<file path="src/rtl/fifo_pkg.sv">
// Shared definitions for the asymmetric FWFT FIFO and its feeders.
// Contents:
//   FIFO_WR_W / FIFO_RD_W / FIFO_DEPTH : FIFO geometry
//   wr_state_t                         : wide-writer sequencer state
//   wide_beat_t                        : 128-bit beat plus its framing flags
package fifo_pkg;
   localparam int FIFO_WR_W  = 64;
   localparam int FIFO_RD_W  = 128;
   localparam int FIFO_DEPTH = 2048;

   typedef enum logic [1:0] {WR_IDLE, WR_SEND_HI, WR_SEND_LO} wr_state_t;

   typedef struct packed {
      logic [127:0] data;
      logic         last;
      logic         half;
   } wide_beat_t;
endpackage

</file>
<file path="src/rtl/fifo_wide_writer.sv">
// fifo_wide_writer: splits 128-bit stream beats into two 64-bit FIFO writes,
// upper half first, so the FIFO's 128-bit read word reproduces the beat.
// A half-valid beat has its low word replaced by PAD_WORD, which keeps the
// FIFO word count even and lets the reader drain the final word.
//
// Ports:
//   wr_clk, reset        FIFO write clock; synchronous active-high reset
//   s_valid/s_ready      input beat handshake
//   s_data/s_last/s_half beat payload, packet end, upper-half-only flag
//   fifo_full            registered full flag from the FIFO
//   fifo_wr_en/fifo_din  FIFO write port
//   busy                 holding register occupied
//   pkt_count/word_count packets / 64-bit words written (wrapping)
//   err_half             sticky: s_half accepted without s_last
//   stall_cycles         (WR_STATS_EN only) saturating count of cycles
//                        spent stalled by fifo_full while sending
//
// Optional macro: WR_STATS_EN adds the stall_cycles port and counter.
module fifo_wide_writer
   import fifo_pkg::*;
#(
   parameter int                DIN_W    = 128,
   parameter int                DOUT_W   = 64,
   parameter logic [DOUT_W-1:0] PAD_WORD = '0,
   parameter int                CNT_W    = 16
) (
   input  logic              wr_clk,
   input  logic              reset,
   input  logic              s_valid,
   input  logic [DIN_W-1:0]  s_data,
   input  logic              s_last,
   input  logic              s_half,
   output logic              s_ready,
   input  logic              fifo_full,
   output logic              fifo_wr_en,
   output logic [DOUT_W-1:0] fifo_din,
   output logic              busy,
   output logic [CNT_W-1:0]  pkt_count,
   output logic [CNT_W-1:0]  word_count,
   output logic              err_half
`ifdef WR_STATS_EN
   ,output logic [CNT_W-1:0] stall_cycles
`endif
);

   wr_state_t  state_q, state_d;
   wide_beat_t hold_q;
   logic       accept;

   assign accept = s_valid & s_ready;
   assign busy   = (state_q != WR_IDLE);

   // Next state and the combinational write-port mux.
   always_comb begin
      state_d    = state_q;
      s_ready    = 1'b0;
      fifo_wr_en = 1'b0;
      fifo_din   = '0;
      case (state_q)
         WR_IDLE: begin
            s_ready = 1'b1;
            if (s_valid) state_d = WR_SEND_HI;
         end
         WR_SEND_HI: begin
            fifo_din   = hold_q.data[DIN_W-1:DOUT_W];
            fifo_wr_en = ~fifo_full;
            if (!fifo_full) state_d = WR_SEND_LO;
         end
         WR_SEND_LO: begin
            fifo_din   = hold_q.half ? PAD_WORD : hold_q.data[DOUT_W-1:0];
            fifo_wr_en = ~fifo_full;
            // The holding register frees up on this write, so the next beat
            // can land in the same cycle and keep the write port saturated.
            s_ready    = ~fifo_full;
            if (!fifo_full) state_d = s_valid ? WR_SEND_HI : WR_IDLE;
         end
         default: state_d = WR_IDLE;
      endcase
   end

   always_ff @(posedge wr_clk) begin
      if (reset) begin
         state_q    <= WR_IDLE;
         hold_q     <= '0;
         pkt_count  <= '0;
         word_count <= '0;
         err_half   <= 1'b0;
      end else begin
         state_q <= state_d;
         if (accept) begin
            hold_q.data <= s_data;
            hold_q.last <= s_last;
            hold_q.half <= s_half;
            if (s_half && !s_last) err_half <= 1'b1;
         end
         if (fifo_wr_en) word_count <= word_count + CNT_W'(1);
         if (fifo_wr_en && state_q == WR_SEND_LO && hold_q.last)
            pkt_count <= pkt_count + CNT_W'(1);
      end
   end

`ifdef WR_STATS_EN
   always_ff @(posedge wr_clk) begin
      if (reset)
         stall_cycles <= '0;
      else if (busy && fifo_full && stall_cycles != '1)
         stall_cycles <= stall_cycles + CNT_W'(1);
   end
`endif

endmodule

</file>
<file path="config.mk">
export PLATFORM = sky130hd
export DESIGN_NAME = fifo_wide_writer
export DESIGN_NICKNAME = d
export VERILOG_FILES = /design/src/rtl/fifo_pkg.sv /design/src/rtl/fifo_wide_writer.sv
export SDC_FILE = /design/constraint.sdc
export NUM_CORES = 1
export LEC_CHECK = 0
export CAP_MARGIN = 20
export CORE_ASPECT_RATIO = 0.8
export CORE_UTILIZATION = 50
export DETAILED_ROUTE_END_ITERATION = 8
export PLACE_DENSITY = 0.95
export SLEW_MARGIN = 20
export SYNTH_ARGS = -nofsm -noshare
export SYNTH_HDL_FRONTEND = slang
export SYNTH_SLANG_ARGS = --single-unit
</file>
<file path="constraint.sdc">
create_clock -name wr_clk -period 3.2 [get_ports wr_clk]
set_input_delay 0.32 -clock wr_clk [delete_from_list [all_inputs] [get_ports wr_clk]]
set_output_delay 0.32 -clock wr_clk [all_outputs]
set_load 0.01 [all_outputs]
</file>
# Word level (Yosys, flattened, before mapping)
# Index checks and enable logic that the tools add are counted.
# word_totals
ff_bits	165
word_cells	34
# classes
muxes	9
add_sub_neg	2
n_reduce_logical	9
bitwise_logic	2
eq_ne	5
# op_table
cell	n
case mux 64 bit (2 select lines)	1
two-way mux 64 bit	1
adder 16 x 1 -> 16 bit (second input constant)	2
two-way mux 2 bit	3
!= test 2 bit (second input constant)	3
case mux 2 bit (3 select lines)	1
logical AND 1 bit	3
AND reduction 3 bit	1
== test 2 x 1 -> 1 bit (second input constant)	1
== test 2 bit (second input constant)	1
logical NOT 2 bit	1
two-way mux 1 bit	2
case mux 1 bit (2 select lines)	1
AND reduction 2 bit	1
nonzero test 2 bit	1
OR reduction 2 bit	1
bitwise AND 1 bit	1
logical NOT 1 bit	1
NOT 1 bit	1

# Longest topological paths before layout
# depth
word_depth	5
ltp_mapped	9
mapped_depth_nobuf	6

# Least setup slack after synthesis
# OpenSTA, ideal clock, no wires.
# synth_path
path_kind	register to register
start	register state_q[0]
end	register pkt_count[14]
synth_period_minus_slack_ps	2073
required_ps	3130
stages_incl_launch_ff	7
path_buffers	0
path_slack_ps	1127
arrival_ps	2002
cell_sequence	dfxtp_1 -> inv_1 -> ha_1 -> nand3b_2 -> or4_4 -> or3_1 -> a21oi_1
# synth_between
elab_chain_cells	5
# synth_rtl
item	line	rtl
start, declared	fifo_wide_writer.sv:46	wr_state_t state_q, state_d;
start signal, assigned	fifo_wide_writer.sv:89	state_q <= state_d;
== test 2 bit / == test 2 x 1 -> 1 bit (equally long branches)	fifo_wide_writer.sv:59, fifo_wide_writer.sv:97	
OR reduction 2 bit (no source line)	--	
two-way mux 1 bit	--	
logical AND 1 bit (*) (2 in series)	fifo_wide_writer.sv:97	if (fifo_wr_en && state_q == WR_SEND_LO && hold_q.last)
end signal, assigned	fifo_wide_writer.sv:98	pkt_count <= pkt_count + CNT_W'(1);
end, declared	fifo_wide_writer.sv:38	output logic [CNT_W-1:0] pkt_count,
# Every way passes the cells marked *; elsewhere a longest branch is shown, timed or not.
# A chain may end at the register's enable or synchronous reset.

# Final worst setup path
# layout_path
start	register state_q[0]
end	output fifo_din[32]
# layout_between
elab_chain_cells	2
# layout_rtl
item	line	rtl
== test 2 bit / == test 2 x 1 -> 1 bit (equally long branches)	fifo_wide_writer.sv:59	case (state_q)
case mux 64 bit (2 select lines) (*)	fifo_wide_writer.sv:59	
end, declared	fifo_wide_writer.sv:36	output logic [DOUT_W-1:0] fifo_din,
# Marked as above.

==> flow_metrics.py <==
metrics = {
    "detailed_routing": {
        "dr.first_iter.drc_count": 506,
        "routed_wl_mm": 20.5,
        "vias": 7150,
        "routedWlPerCell_um": 15.8,
        "drt-vias-per-instance": 5.51,
        "detail-route-antenna-nets": 0,
        "drtPass1Iterations": 6,
        "wl_met2_mm": 9.97,
        "wl_met3_mm": 1.75,
        "maxUsedRoutingLayer": "met4",
        "wl_met1_mm": 8.25,
        "drc_errors": 0,
    },
    "synthesis": {
        "synth_area_leaders": "dfxtp_1 (47%), nand2_1 (15%), a21oi_1 (10%), a22oi_1 (6.8%), nor2b_1 (6.0%)",
        "yosys_most_used_dff": "dfxtp_1",
        "synth_common_cells": "nand2_1 (274), dfxtp_1 (165), a21oi_1 (142), nor2b_1 (67), a22oi_1 (64)",
        "syn_inst": 906,
        "syn_area_um2": 7030,
        "synth_edf_count": 0,
        "synth_top_cell_by_area": "dfxtp_1",
        "yosysSeqAreaShare_pct": 47.0,
        "synth_seq_cells": 165,
        "netlist.area_leader.share_pct": 47.0,
        "ys_async_sr_fraction_pct": 0,
        "synth_nets": 1047,
        "ys_warn_count": 0,
        "synth.most_common_cell": "nand2_1",
        "postSynthAreaPerCell_um2": 7.76,
        "synth.distinct_cells": 32,
    },
    "global_routing": {
        "grt.overflow.total": 0,
        "grt_pass1_vias": 6697,
        "antenna_found_initial": 1,
        "grtUsageTotal_pct": 28.3,
        "grt_pass1_wl_mm": 32.2,
        "grt_max_degree": 97,
    },
    "critical_path": {
        "cp-end-kind": "primary output",
        "worstPathMaxFanout": 36,
        "critical_path.startpoint": "state_q[0]",
        "reg2reg_depth": 6,
        "r2r-end": "word_count[15]",
        "cp.arrival_ns": 2.60,
        "r2r-start": "state_q[0]",
        "critical_path_class": "register to primary output",
        "r2r_setup_slack_ns": 0.71,
        "required_ns": 2.88,
        "start_kind": "register",
    },
    "die": {
        "rows": 38,
        "ios": 234,
        "start_util_pct": 51.5,
        "die_w_um": 135,
        "dieArea_um2": 14600,
        "die_y_um": 108,
        "core_area_um2": 13600,
    },
    "sta": {
        "setup_tns_ns": 0,
        "hold_ws_ns": 0.324,
        "rsz0062_at_grt": "false",
        "post-route-min-period_ns": 2.92,
        "max_freq_mhz": 342,
        "skew_ns": 0.00994,
        "hold_violations": 0,
        "worst_slew_margin_rel_pct": 67.8,
        "worstMarginPinSlew_ns": 0.484,
        "fin_crit_sh_pct": 91.3,
        "drv_slew": 0,
        "setup_viol": 0,
    },
    "finish": {
        "nNetsFinal": 1244,
        "drive_gt1_share_pct": 4.93,
        "fillCellCount": 992,
        "final_util_pct": 73.8,
        "finalNonFillerCells": 1297,
        "areaGrowthSynthToFinish_pct": 43.3,
        "multiInputGateArea_um2": 3470,
        "fin_area_um2": 10100,
        "regArea_um2": 3300,
    },
    "cts": {
        "path_clk_slew_ns": 0.06,
        "ctsHoldBuffers": 0,
        "post-cts-setup-buffers": 0,
        "cts-root-buf": "clkbuf_16",
        "insertion_delay_ns": 0.42,
        "cts_sinks": 165,
        "cts_tree": "done",
        "cts_buffer_depth": 2,
        "ctsResizeCount": 0,
        "cts_buffers": 17,
        "cts_max_level": 4,
    },
    "placed_design": {
        "place.port_buffers": 233,
        "dp_hpwl_mm": 13.6,
        "placed_area_um2": 9510,
        "dp_cells": 1264,
        "place_congestion": 0.837,
    },
    "pwr": {
        "p_leak_nw": 3.45,
        "ir_worst_vdd_mv": 0.466,
        "p_per_area_nw_per_um2": 655,
    },
    "hold_path": {
        "min_to": "hold_q[58]",
        "hold_path_startpoint": "reset",
        "hp-class": "input port to register",
        "whs_path_depth": 2,
    },
    "outcome": {
        "status": "finished clean",
    },
    "job": {
        "maxCapViolations": 0,
    },
}
==> cell usage in the layout (no fill, tap or decap), types with 2 or more instances in the layout <==
master,instances
clkbuf_8,2
clkinvlp_4,2
xnor2_1,13
buf_4,9
or3_1,9
o21ai_0,9
nand4b_1,2
buf_12,5
ha_2,2
clkbuf_16,17
clkbuf_1,2
inv_6,2
nand4_1,12
nand2_1,274
clkinv_2,4
nand3_1,8
nor3_1,7
ha_1,5
clkinv_4,2
a21oi_1,142
nor2_1,24
nor4_1,5
nor2b_1,66
inv_1,6
xor2_1,8
nand3b_2,2
clkdlybuf4s50_1,232
dfxtp_1,165
mux2i_1,2
or4_4,3
a22oi_1,64
==> registers in the layout, indices dropped and copies added, names as in the netlist <==
| name | flops |
|---|---|
| pkt_count | 16 |
| err_half | 1 |
| state_q | 2 |
| hold_q | 130 |
| word_count | 16 |
==> per-layer routing <==
| metal | up-vias | track usage, % |
|---|---|---|
| met5 | - | 0 |
| met1 | 3355 | 33.5 |
| li1 | 3447 | - |
| met3 | 43 | 8.81 |
| met2 | 305 | 47.4 |
| met4 | 0 | 12.5 |
==> layout make-up <==
type,count,area share (%)
multi-input cells,667,34.5
clock buffers,21,4.57
well taps,180,2.23
diodes,1,0.0248
clock inverters,11,0.993
repair buffers,246,24.7
flip-flops and latches,165,32.8
inverters,6,0.223
==> cell families (layout without fill, tap and decap cells) <==
kind of cell / Yosys count / in the layout / share of synthesized area [%]
fa+ha+maj: 7 / 7 / 1.25
simple gates: 419 / 419 / 26.9
mux: 2 / 2 / 0.285
buf+inv: 74 / 284 / 4.11
other cells: 0 / 1 / 0
flops: 165 / 165 / 47.0
xor+xnor: 21 / 21 / 2.61
compound gates: 218 / 218 / 17.8
==> how the worst max path moves through the flow <==
stage,depth (start not counted),to
CTS,7,fifo_din[32]
global placement,7,fifo_din[3]
finish,7,fifo_din[32]
detailed placement,7,fifo_din[32]
global route,7,fifo_din[37]
floorplan,6,pkt_count[14]
==> stage by stage <==
step	setup WS, ns	power [mW]
2_1_floorplan	1.13	3.87
3_3_place_gp	0.810	4.63
3_5_place_dp	0.721	4.70
4_1_cts	0.268	6.63
5_1_grt	0.120	6.96
6_report	0.280	6.60
==> critical path: stages, from the launching register on <==
cell	delay, ns
dfxtp_1	0.35
inv_1	0.10
ha_1	0.28
nor2b_4	0.19
buf_4	0.39
a22oi_1	0.14
nor2b_1	0.16
clkdlybuf4s50_1	0.56
==> where the power goes <==
part           leakage, nW  switching, mW  internal, mW
registers             1.35          0.175          2.35
clock network        0.274          0.823          1.11
logic                 1.82           1.23         0.913
No activity file was read; power rests on OpenSTA's default activity.
